`src/rtl/vga_fb_arbiter.sv`:
```
// Single-port framebuffer arbiter: VGA scan-out reads have absolute priority, writer uses free cycles.
// Optional VGA_FB_WR_FIFO_EN inserts a 4-entry write FIFO in front of the RAM port.
module vga_fb_arbiter #(
    parameter int TOTAL_COLS  = 800,
    parameter int TOTAL_ROWS  = 525,
    parameter int ACTIVE_COLS = 640,
    parameter int ACTIVE_ROWS = 480,
    parameter int SHIFT       = 2,
    parameter int ADDR_W      = 15,
    parameter int DATA_W      = 12
) (
    input  logic              i_Clk,
    input  logic              i_Rst_L,
    input  logic [11:0]       i_Col_Count,
    input  logic [11:0]       i_Row_Count,
    input  logic              i_Wr_Valid,
    output logic              o_Wr_Ready,
    input  logic [ADDR_W-1:0] i_Wr_Addr,
    input  logic [DATA_W-1:0] i_Wr_Data,
    output logic [ADDR_W-1:0] o_Mem_Addr,
    output logic              o_Mem_We,
    output logic [DATA_W-1:0] o_Mem_Wr_Data,
    input  logic [DATA_W-1:0] i_Mem_Rd_Data,
    output logic [DATA_W-1:0] o_Pixel,
    output logic              o_Pixel_Active,
    output logic              o_Frame_Done
);

    localparam logic [11:0]       LAST_COL = 12'(TOTAL_COLS - 1);
    localparam logic [11:0]       LAST_ROW = 12'(TOTAL_ROWS - 1);
    localparam logic [11:0]       ACT_COLS = 12'(ACTIVE_COLS);
    localparam logic [11:0]       ACT_ROWS = 12'(ACTIVE_ROWS);
    localparam logic [11:0]       LOW_MASK = 12'((1 << SHIFT) - 1);
    localparam logic [ADDR_W-1:0] FB_COLS  = ADDR_W'(ACTIVE_COLS >> SHIFT);

    logic              active;
    logic              display_slot;
    logic [ADDR_W-1:0] line_base;
    logic [ADDR_W-1:0] rd_addr;
    logic [2:0]        active_pipe;
    logic              slot_d1;
    logic              slot_d2;
    logic [DATA_W-1:0] pixel_hold;
    logic              issue_valid;
    logic [ADDR_W-1:0] issue_addr;
    logic [DATA_W-1:0] issue_data;

    assign active       = (i_Col_Count < ACT_COLS) && (i_Row_Count < ACT_ROWS);
    assign display_slot = active && ((i_Col_Count & LOW_MASK) == 12'd0);
    assign rd_addr      = line_base + ADDR_W'(i_Col_Count >> SHIFT);

    // Line base advances once per replicated group of rows; the frame clear wins over the increment.
    always_ff @(posedge i_Clk or negedge i_Rst_L) begin
        if (!i_Rst_L) begin
            line_base <= '0;
        end else if (i_Col_Count == LAST_COL) begin
            if (i_Row_Count == LAST_ROW)
                line_base <= '0;
            else if ((i_Row_Count < ACT_ROWS) && ((i_Row_Count & LOW_MASK) == LOW_MASK))
                line_base <= line_base + FB_COLS;
        end
    end

`ifdef VGA_FB_WR_FIFO_EN
    logic [ADDR_W+DATA_W-1:0] fifo_mem [4];
    logic [ADDR_W+DATA_W-1:0] fifo_head;
    logic [1:0]               wr_ptr;
    logic [1:0]               rd_ptr;
    logic [2:0]               count;
    logic                     push;
    logic                     pop;

    assign o_Wr_Ready  = i_Rst_L && (count != 3'd4);
    assign push        = i_Wr_Valid && o_Wr_Ready;
    assign pop         = !display_slot && (count != 3'd0);
    assign fifo_head   = fifo_mem[rd_ptr];
    assign issue_valid = pop;
    assign issue_addr  = fifo_head[ADDR_W+DATA_W-1:DATA_W];
    assign issue_data  = fifo_head[DATA_W-1:0];

    always_ff @(posedge i_Clk) begin
        if (push)
            fifo_mem[wr_ptr] <= {i_Wr_Addr, i_Wr_Data};
    end

    // Push and pop may coincide except when full, where ready is already low.
    always_ff @(posedge i_Clk or negedge i_Rst_L) begin
        if (!i_Rst_L) begin
            wr_ptr <= '0;
            rd_ptr <= '0;
            count  <= '0;
        end else begin
            if (push)
                wr_ptr <= wr_ptr + 2'd1;
            if (pop)
                rd_ptr <= rd_ptr + 2'd1;
            count <= count + {2'b00, push} - {2'b00, pop};
        end
    end
`else
    assign o_Wr_Ready  = i_Rst_L && !display_slot;
    assign issue_valid = i_Wr_Valid && o_Wr_Ready;
    assign issue_addr  = i_Wr_Addr;
    assign issue_data  = i_Wr_Data;
`endif

    always_ff @(posedge i_Clk or negedge i_Rst_L) begin
        if (!i_Rst_L) begin
            o_Mem_Addr    <= '0;
            o_Mem_We      <= 1'b0;
            o_Mem_Wr_Data <= '0;
        end else if (display_slot) begin
            o_Mem_Addr <= rd_addr;
            o_Mem_We   <= 1'b0;
        end else if (issue_valid) begin
            o_Mem_Addr    <= issue_addr;
            o_Mem_Wr_Data <= issue_data;
            o_Mem_We      <= 1'b1;
        end else begin
            o_Mem_We <= 1'b0;
        end
    end

    // Read data arrives two cycles after its slot; holding it between slots replicates the pixel.
    always_ff @(posedge i_Clk or negedge i_Rst_L) begin
        if (!i_Rst_L) begin
            active_pipe  <= '0;
            slot_d1      <= 1'b0;
            slot_d2      <= 1'b0;
            pixel_hold   <= '0;
            o_Frame_Done <= 1'b0;
        end else begin
            active_pipe  <= {active_pipe[1:0], active};
            slot_d1      <= display_slot;
            slot_d2      <= slot_d1;
            if (slot_d2)
                pixel_hold <= i_Mem_Rd_Data;
            o_Frame_Done <= (i_Col_Count == 12'd0) && (i_Row_Count == ACT_ROWS);
        end
    end

    assign o_Pixel_Active = active_pipe[2];
    assign o_Pixel        = active_pipe[2] ? pixel_hold : '0;

endmodule
```
`config.mk`:
```
export PLATFORM = sky130hd
export DESIGN_NAME = vga_fb_arbiter
export DESIGN_NICKNAME = d
export VERILOG_FILES = /design/src/rtl/vga_fb_arbiter.sv
export SDC_FILE = /design/constraint.sdc
export NUM_CORES = 1
export LEC_CHECK = 0
export ABC_AREA = 1
export CORE_AREA = 2 2 119 63
export CTS_CLUSTER_SIZE = 25
export DETAILED_ROUTE_END_ITERATION = 7
export DIE_AREA = 0 0 121 65
export GPL_TIMING_DRIVEN = 0
export PLACE_DENSITY = 0.94
export SLEW_MARGIN = 20
export SYNTH_ARGS = -nofsm -noshare
export SYNTH_HDL_FRONTEND = slang
export SYNTH_SLANG_ARGS = --single-unit
```
`constraint.sdc`:
```
create_clock -name i_Clk -period 3.6 [get_ports i_Clk]
set_input_delay 0.72 -clock i_Clk [delete_from_list [all_inputs] [get_ports i_Clk]]
set_output_delay 0.72 -clock i_Clk [all_outputs]
set_load 0.01 [all_outputs]
```
==> results, run 1 <==
- The number of diodes is 0.
- Counting flops with an async set or reset pin after synthesis yields a share of 100%.
- The flow ran to the end, and the final reports show no timing, DRC or antenna violations.
- Summing all placed instances gives a cell area of 4500 um^2.
- The aggregate global-route resource usage is 25.5%.
- The post-route cell area is 4650 um^2.
- The number of buffers created by CTS is 5.
- In this run the remaining antenna-violating nets after routing total 0.
- The worst hold path belongs to the class reg2reg.
- After clock tree synthesis, the clock-pin slew on the worst setup and hold paths is 0.08 ns.
- Setup repair after global routing left no endpoint under its margin.
- In the routed design, unresolved DRC markers number 0.
- The post-synth design cell area is 3310 um^2.
- The routability congestion estimate is 0.898.
- The multiplexer fraction of the synthesized cell area is 4.08%.
- The most used flip-flop cell after synthesis is dfrtp_1.
- The detail-routed net length per standard cell is ~15 um.
- The root cell of the clock tree is clkbuf_16.
- In this run the critical register-to-register path is launched from line_base[7].
- The die covers 7870 um^2.
- For this configuration, the core starts out at a cell density of 47.5%.
- The accumulated negative setup slack is 0 ns.
- The worst clock skew is 0.00581 ns.
- The worst-skew pair later-pin latency is 0.30 ns.
- The sequential fraction of the synthesis area is ~42%.
- The setup slack of the most critical reg-to-reg path is 1.75 ns.
- The worst path arrival time is 2.61 ns.
- In this run the tightest slew margin relative to its limit is 50.9%.
- TritonCTS built the clock tree.
- After detailed routing, the number of vias per cell comes to 5.20.
- The synthesized netlist devotes 6.28% of its cell area to compound gates.
- For this run, the detailed router's first-pass iteration total came to 6.
- For the pin with the worst max-slew slack, the measured transition is around 0.74 ns.
- The quantity of I/O buffers inserted on ports is ~110.
- Summing the areas of all fa, ha and maj instances in the mapped netlist gives 2.65% of the synthesized area.
- The layout cell share with drive strength beyond 1 is around 11%.
- The sort of element at the start of the critical path is a primary input.
- The count of final hold-check violations is 0.
- Yosys printed 0 warnings.
- The H-tree level count is 2.
- The worst setup path is captured at an output port.
- The total of endpoints with negative setup slack in the final report is 0.
- The number of flops mapped to enable cells by yosys is 0.
- The worst path uses 92.5% of the clock period.
- Entering global routing, the biggest net connects 59 pins.
- The library cell used most frequently in the layout, excluding fill and tap cells, is nand2_1.
- The number of max-capacitance violations reported is 0.
- Along the worst path, the maximum fanout reaches 10.
- The sink count of the clock tree is 56.
- The fill cell instance count of the final layout is 568.
- The analysis attributes to cell leakage a power of 2.35 nW.
- 109 I/O pins were placed.
- The synthesized netlist devotes 1.06% of its cell area to XOR and XNOR gates.
- The power density relative to cell area is about 330 nW/um^2.
- The HPWL reported at the end of detailed placement is 7.62 mm.
- The achievable frequency is ~300 MHz.
- The number of nets in the layout is 625.
- Of the total synthesized cell area, the portion taken by AND, OR, NAND and NOR gates is between 30 and 40%.
- The capturing instance or port of the critical path is o_Wr_Ready.
- After synthesis the netlist holds a flip-flop and latch count of 56.
- Summed over all layers, the global routing overflow is 0.
- The core region area is 6960 um^2.
- The type of the setup path with the least slack is in2out.
- The clock passes through at most 2 buffers.
- The final count of pins violating max slew is 0.
- Tracing the worst setup path back leads to its startpoint at i_Row_Count[9].
- The number of global-route vias before repair came to between 3000 and 4000.
- Post-CTS repair changed the size of 0 cells.
- STA puts the critical path data required time at 2.88 ns.
- The worst path in the final design needs a cycle of 3.33 ns, including I/O delays and setup.
- Yosys mapped the design onto 33 distinct sky130hd cell types.
- The net count of the mapped netlist is 511.
- The setup fix buffers added after clock tree synthesis is 0.
- The first global-routing pass estimated 15.6 mm of wire.
- The detailed router finished its first iteration with 275 violations.
- The number of antenna violations at the first check in global routing is 0.
- The synthesized area divided by synthesized cell count is ~7.6 um^2.
- In the layout the commonest cells are nand2_1, clkdlybuf4s50_1, dfrtp_1.
- The number of cells produced by synthesis is between 400 and 500.
- Across all layers, the routed design uses 3372 vias.
- Compared with the post-synthesis result, the final layout area differs by 40.5%.
- Measured along the y axis, the die boundary spans 65 um.
- The placement row count is 22.
- The combinational family with the most area after synthesis is simple AND/OR/NAND/NOR gates.
- The worst reg2reg path depth is 7.
- For this block, the routed nets add up to a little under 10 mm of wire.
- The maximum vdd drop is 0.000250 V.
- Buffers inserted to repair hold after CTS numbered 0.
- The capture instance of the worst register-to-register path is o_Mem_Addr[12].
- The floorplan step set the die width to 121 um.
[routing by layer]
metal  vias up  wire (um)  track usage, %
met5         -          0               0
met3         7        974            4.58
met2       178       4250            40.5
li1       1625          -               -
met4         0         15            2.18
met1      1562       4500            37.7
[metrics by stage]
| step | util [%] | power [mW] | worst slack [ns] | hold slack (ns) | std cells |
|---|---|---|---|---|---|
| global route | 66.8 | 1.59 | 0.103 | 0.377 | 649 |
| detailed placement | 64.6 | 1.03 | 0.280 | 0.335 | 641 |
| finish | 66.8 | 1.53 | 0.272 | 0.352 | 649 |
| global placement | 64.6 | 1.02 | -1.30 | 0.334 | 641 |
| floorplan | - | 0.828 | 1.39 | 0.331 | 438 |
| CTS | 66.8 | 1.53 | 0.291 | 0.352 | 649 |
[worst max-delay path, cell delays in order]
cell and delay, ns:
clkdlybuf4s50_1 0.44, inv_1 0.11, nand2_1 0.06, nor2_1 0.12, nand2_2 0.11, nand4_4 0.15
buf_2 0.25, nand2_1 0.07, inv_1 0.06, clkdlybuf4s50_1 0.53
[kinds of logic after synthesis]
| kind of cell | Yosys count |
|---|---|
| AOI/OAI and AO/OA | 29 |
| xor gates and xnor gates | 4 |
| adders and majority gates | 7 |
| buffers and inverters | 72 |
| DFF | 56 |
| muxes | 12 |
| other | 1 |
| and+or+nand+nor | 257 |
[layout make-up]
cell class	instances	area (um^2)	area share (%)
multi-input cells	310	1600	34.4
flip-flops and latches	56	1400	30.1
repair buffers	107	1070	23.0
inverters	60	225	4.84
clock buffers	5	125	2.69
well taps	96	120	2.58
plain buffers	12	81.3	1.75
clock inverters	3	27.5	0.592
[report_power, final]
part	internal, mW	total, mW	switching (mW)
clock	0.265	0.512	0.247
sequential	0.681	0.712	0.0311
combinational	0.174	0.308	0.133
[sequential cells by signal (all words and copies together), names as in the netlist, 3 cells and up]
| name | cells |
|---|---|
| active_pipe | 3 |
| o_Mem_Wr_Data | 12 |
| o_Mem_Addr | 15 |
| pixel_hold | 12 |
| line_base | 10 |
[Yosys cell counts, types with 4 or more instances]
library cell	number	area, um^2
nand3_1	36	180
nand2_1	164	616
nand2_2	4	25.0
o211ai_1	9	67.6
inv_1	48	180
inv_2	9	33.8
mux2_2	12	135
ha_1	7	87.6
buf_6	4	45.0
nor2_1	24	90.1
o21ai_2	10	87.6
nand4_1	14	87.6
buf_2	4	20.0
dfrtp_1	56	1400
[how the worst min path moves through the flow]
stage               slack, ns  cells after the start      startpoint             end
floorplan                0.33                      0  active_pipe[0]  active_pipe[1]
global placement         0.33                      0  active_pipe[1]  active_pipe[2]
detailed placement       0.33                      0  active_pipe[1]  active_pipe[2]
CTS                      0.35                      0  active_pipe[1]  active_pipe[2]
global route             0.38                      0  active_pipe[1]  active_pipe[2]
finish                   0.35                      0  active_pipe[1]  active_pipe[2]
No activity file was read; power rests on OpenSTA's default activity.
==> inputs of run 2 (changes only) <==
--- a/config.mk
+++ b/config.mk
@@ -6,10 +6,12 @@
 export NUM_CORES = 1
 export LEC_CHECK = 0
 export ABC_AREA = 1
-export CORE_AREA = 2 2 119 63
+export CELL_PAD_IN_SITES_DETAIL_PLACEMENT = 2
+export CELL_PAD_IN_SITES_GLOBAL_PLACEMENT = 2
+export CORE_AREA = 2 2 160 84
 export CTS_CLUSTER_SIZE = 25
 export DETAILED_ROUTE_END_ITERATION = 7
-export DIE_AREA = 0 0 121 65
+export DIE_AREA = 0 0 162 86
 export GPL_TIMING_DRIVEN = 0
 export PLACE_DENSITY = 0.94
 export SLEW_MARGIN = 20
==> results, run 2 (synthesized netlist as in run 1, its figures left out) <==
- The delay of the slowest critical-path stage came to 0.52 ns (about the same).
- The largest registers in the layout are o_Mem_Addr: 15 flops, o_Mem_Wr_Data: 12 flops, pixel_hold: 12 flops.
- The initial core utilization is 26.7% (-21 points).
- The path class of the tightest hold or removal check is in2async.
- The power density relative to cell area came to 325 nW/um^2 (-1.3%).
- The endpoint class of the critical path is an output port.
- TritonCTS built the clock tree.
- The count of final hold-check violations is 0 (unchanged).
- The number of nets in the layout is 626 (+0.16%).
- The total routed wirelength came to 13.2 mm (+35%).
- The achievable frequency is 288 MHz (-4.0%).
- The HPWL reported at the end of detailed placement is 10.6 mm (+39%).
- The y dimension of the die is 86 um (+32%).
- The placement row count was 29 (+32%).
- Compared with the post-synthesis result, the final layout area differs by 44.0%.
- The global route total overflow is 0 (unchanged).
- The per-cell via count in the routed design is 4.73 (-9.0%).
- The total die area is 13900 um^2 (+77%).
- The total of endpoints with negative setup slack in the final report was 0 (unchanged).
- The worst clock skew is 0.00653 ns (+0.000722 ns).
- The die width is 162 um (+34%).
- The slowest stage of the critical path is the clkdlybuf4s50_1 cell.
- The core region area came to 12400 um^2 (+78%).
- The cell count after placement is 716 (+12%).
- The maximum buffer depth of the clock tree is 2 (unchanged).
- Broken down by cell family, the worst path's largest delay share belongs to buffers and inverters.
- The detailed router's first-iteration violation count is 201 (-27%).
- The detail-routed net length per standard cell was 18.2 um (+21%).
- The layout cell share with drive strength beyond 1 is 11.0% (-0.020 points).
- The number of max-capacitance violations reported is 0 (unchanged).
- The final clock period utilization by the worst path is 96.3% (+3.9 points).
- The highest fanout seen on the critical path is 10 (unchanged).
- The number of buffers created by CTS is 5 (unchanged).
- The non-filler instance count after layout is 724 (+12%).
- Leaving out fill and tap cells, the most frequent cell in the layout is nand2_1.
- The register with the most flip-flops in the final layout is o_Mem_Addr.
- The library cells used most frequently in the layout, excluding fill and tap cells, are nand2_1, clkdlybuf4s50_1, dfrtp_1.
- The maximum vdd drop is 0.000146 V (-42%).
- Traced cell by cell, the critical path runs through clkdlybuf4s50_1, inv_2, nand2_1, nor2_2, nand4_4, clkbuf_4, nand2_1, inv_1, clkdlybuf4s50_1.
- The critical path in this run is classified as in2out.
- The number of placed I/O pins is 109 (unchanged).
- The post-cts hold buffer count is 0 (unchanged).
- The final hold slack is 0.241 ns (-0.111 ns).
- The combined buffer and inverter count along the critical path was 5 (unchanged).
- The flip-flop count of the largest register, all copies and words added came to 15 (unchanged).
- The routability congestion estimate came to 0.852 (-5.1%).
- The sink count of the clock tree came to 56 (unchanged).
- The total number of vias is 3424 (+1.5%).
- The quantity of I/O buffers inserted on ports came to 107 (unchanged).
- The worst path arrival time is 2.75 ns (+0.14 ns).
- The standby leakage power was 2.36 nW (+0.42%).
- The number of diodes is 0 (unchanged).
- STA classifies the critical path startpoint as a primary input.
- Setup repair after global routing left no endpoint under its margin.
- The required time at the endpoint of the critical path is 2.88 ns (about the same).
- The number of antenna violations at the first check in global routing came to 0 (unchanged).
- The maximum number of pins on one net before global-route repair is 51 (-14%).
- The H-tree level count is 2 (unchanged).
- The number of global-route vias before repair is 3867 (+23%).
- The relative max-transition margin is 65.8% (+15 points).
- The post-route antenna net violation count came to 0 (unchanged).
- The aggregate global-route resource usage is 19.7% (-5.8 points).
- The clock edge transition at the registers on the reported setup and hold paths is 0.08 ns (about the same).
- The launch instance of the worst register-to-register path is line_base[7].
- The count of TritonRoute iterations in the first routing pass is 4 (-2).
- The number of design rule violations left after detail routing was 0 (unchanged).
- The most critical setup path has its startpoint at i_Col_Count[11].
- The transition time at the pin with the least slew margin is 0.514 ns (-0.223 ns).
- Clock tree synthesis selected as its root buffer the cell clkbuf_16.
- The minimum clock period is 3.47 ns (+0.139 ns).
- The final count of pins violating max slew is 0 (unchanged).
- The worst-skew pair later-pin latency came to 0.30 ns (about the same).
- The flow ran to the end, and the final reports show no timing, DRC or antenna violations.
- The wire length of the first global-routing pass was 21.1 mm (+35%).
[run 2: worst register-to-register path, stage by stage (launching register included)]
cell and delay, ns:
dfrtp_1 0.47, ha_1 0.41, nand2_1 0.14, nand2_1 0.12, o21ai_0 0.41, nand4_1 0.16
nand3_1 0.13, nand3_1 0.08
[run 2: cell type report]
| class | instances | area [um^2] |
|---|---|---|
| Buffer | 12 | 83.8 |
| Clock buffer | 6 | 129 |
| Clock inverter | 2 | 16.3 |
| Fill cell | 1428 | 7640 |
| Inverter | 60 | 225 |
| Multi-Input combinational cell | 310 | 1600 |
| Sequential cell | 56 | 1400 |
| Tap cell | 170 | 213 |
| Timing Repair Buffer | 108 | 1100 |
[run 2: metal layers]
layer / vias to the layer above / track usage [%] / wire (um)
met4: 0 / 3.70 / 139
met5: - / 0 / 0
met2: 84 / 32.3 / 5950
met3: 11 / 3.29 / 716
li1: 1624 / - / -
met1: 1705 / 27.7 / 6350
[run 2: through the flow]
step	setup TNS (ns)	instance area [um^2]	util (%)	power (mW)	setup slack, ns
2_1_floorplan	0	3310	-	0.828	1.39
3_3_place_gp	-37.03	4590	37.0	1.03	-1.51
3_5_place_dp	0	4620	37.2	1.05	0.127
4_1_cts	0	4760	38.4	1.57	0.116
5_1_grt	0	4770	38.4	1.63	0.00574
6_report	0	4770	38.4	1.55	0.133
[run 2: where the power goes]
part | internal [mW] | leakage, nW | switching [mW]
Combinational | 0.178 | 1.56 | 0.144
Clock | 0.261 | 0.0671 | 0.251
Sequential | 0.681 | 0.733 | 0.0336
[run 2: worst paths after layout]
kind / end / cells past startpoint / slack [ns]
max: o_Wr_Ready / 9 / 0.13
min: o_Frame_Done / 1 / 0.24
max reg2reg: o_Mem_Addr[12] / 7 / 1.56
min reg2reg: active_pipe[1] / 0 / 0.37
max in group asynchronous: o_Mem_Addr[9] / 2 / 2.87
min in group i_Clk: active_pipe[1] / 0 / 0.37
[run 2: what timing repair did]
action | CTS | global route
resized for setup | 0 | 1
setup endpoints to repair | 0 | 1
setup buffers | 0 | 0
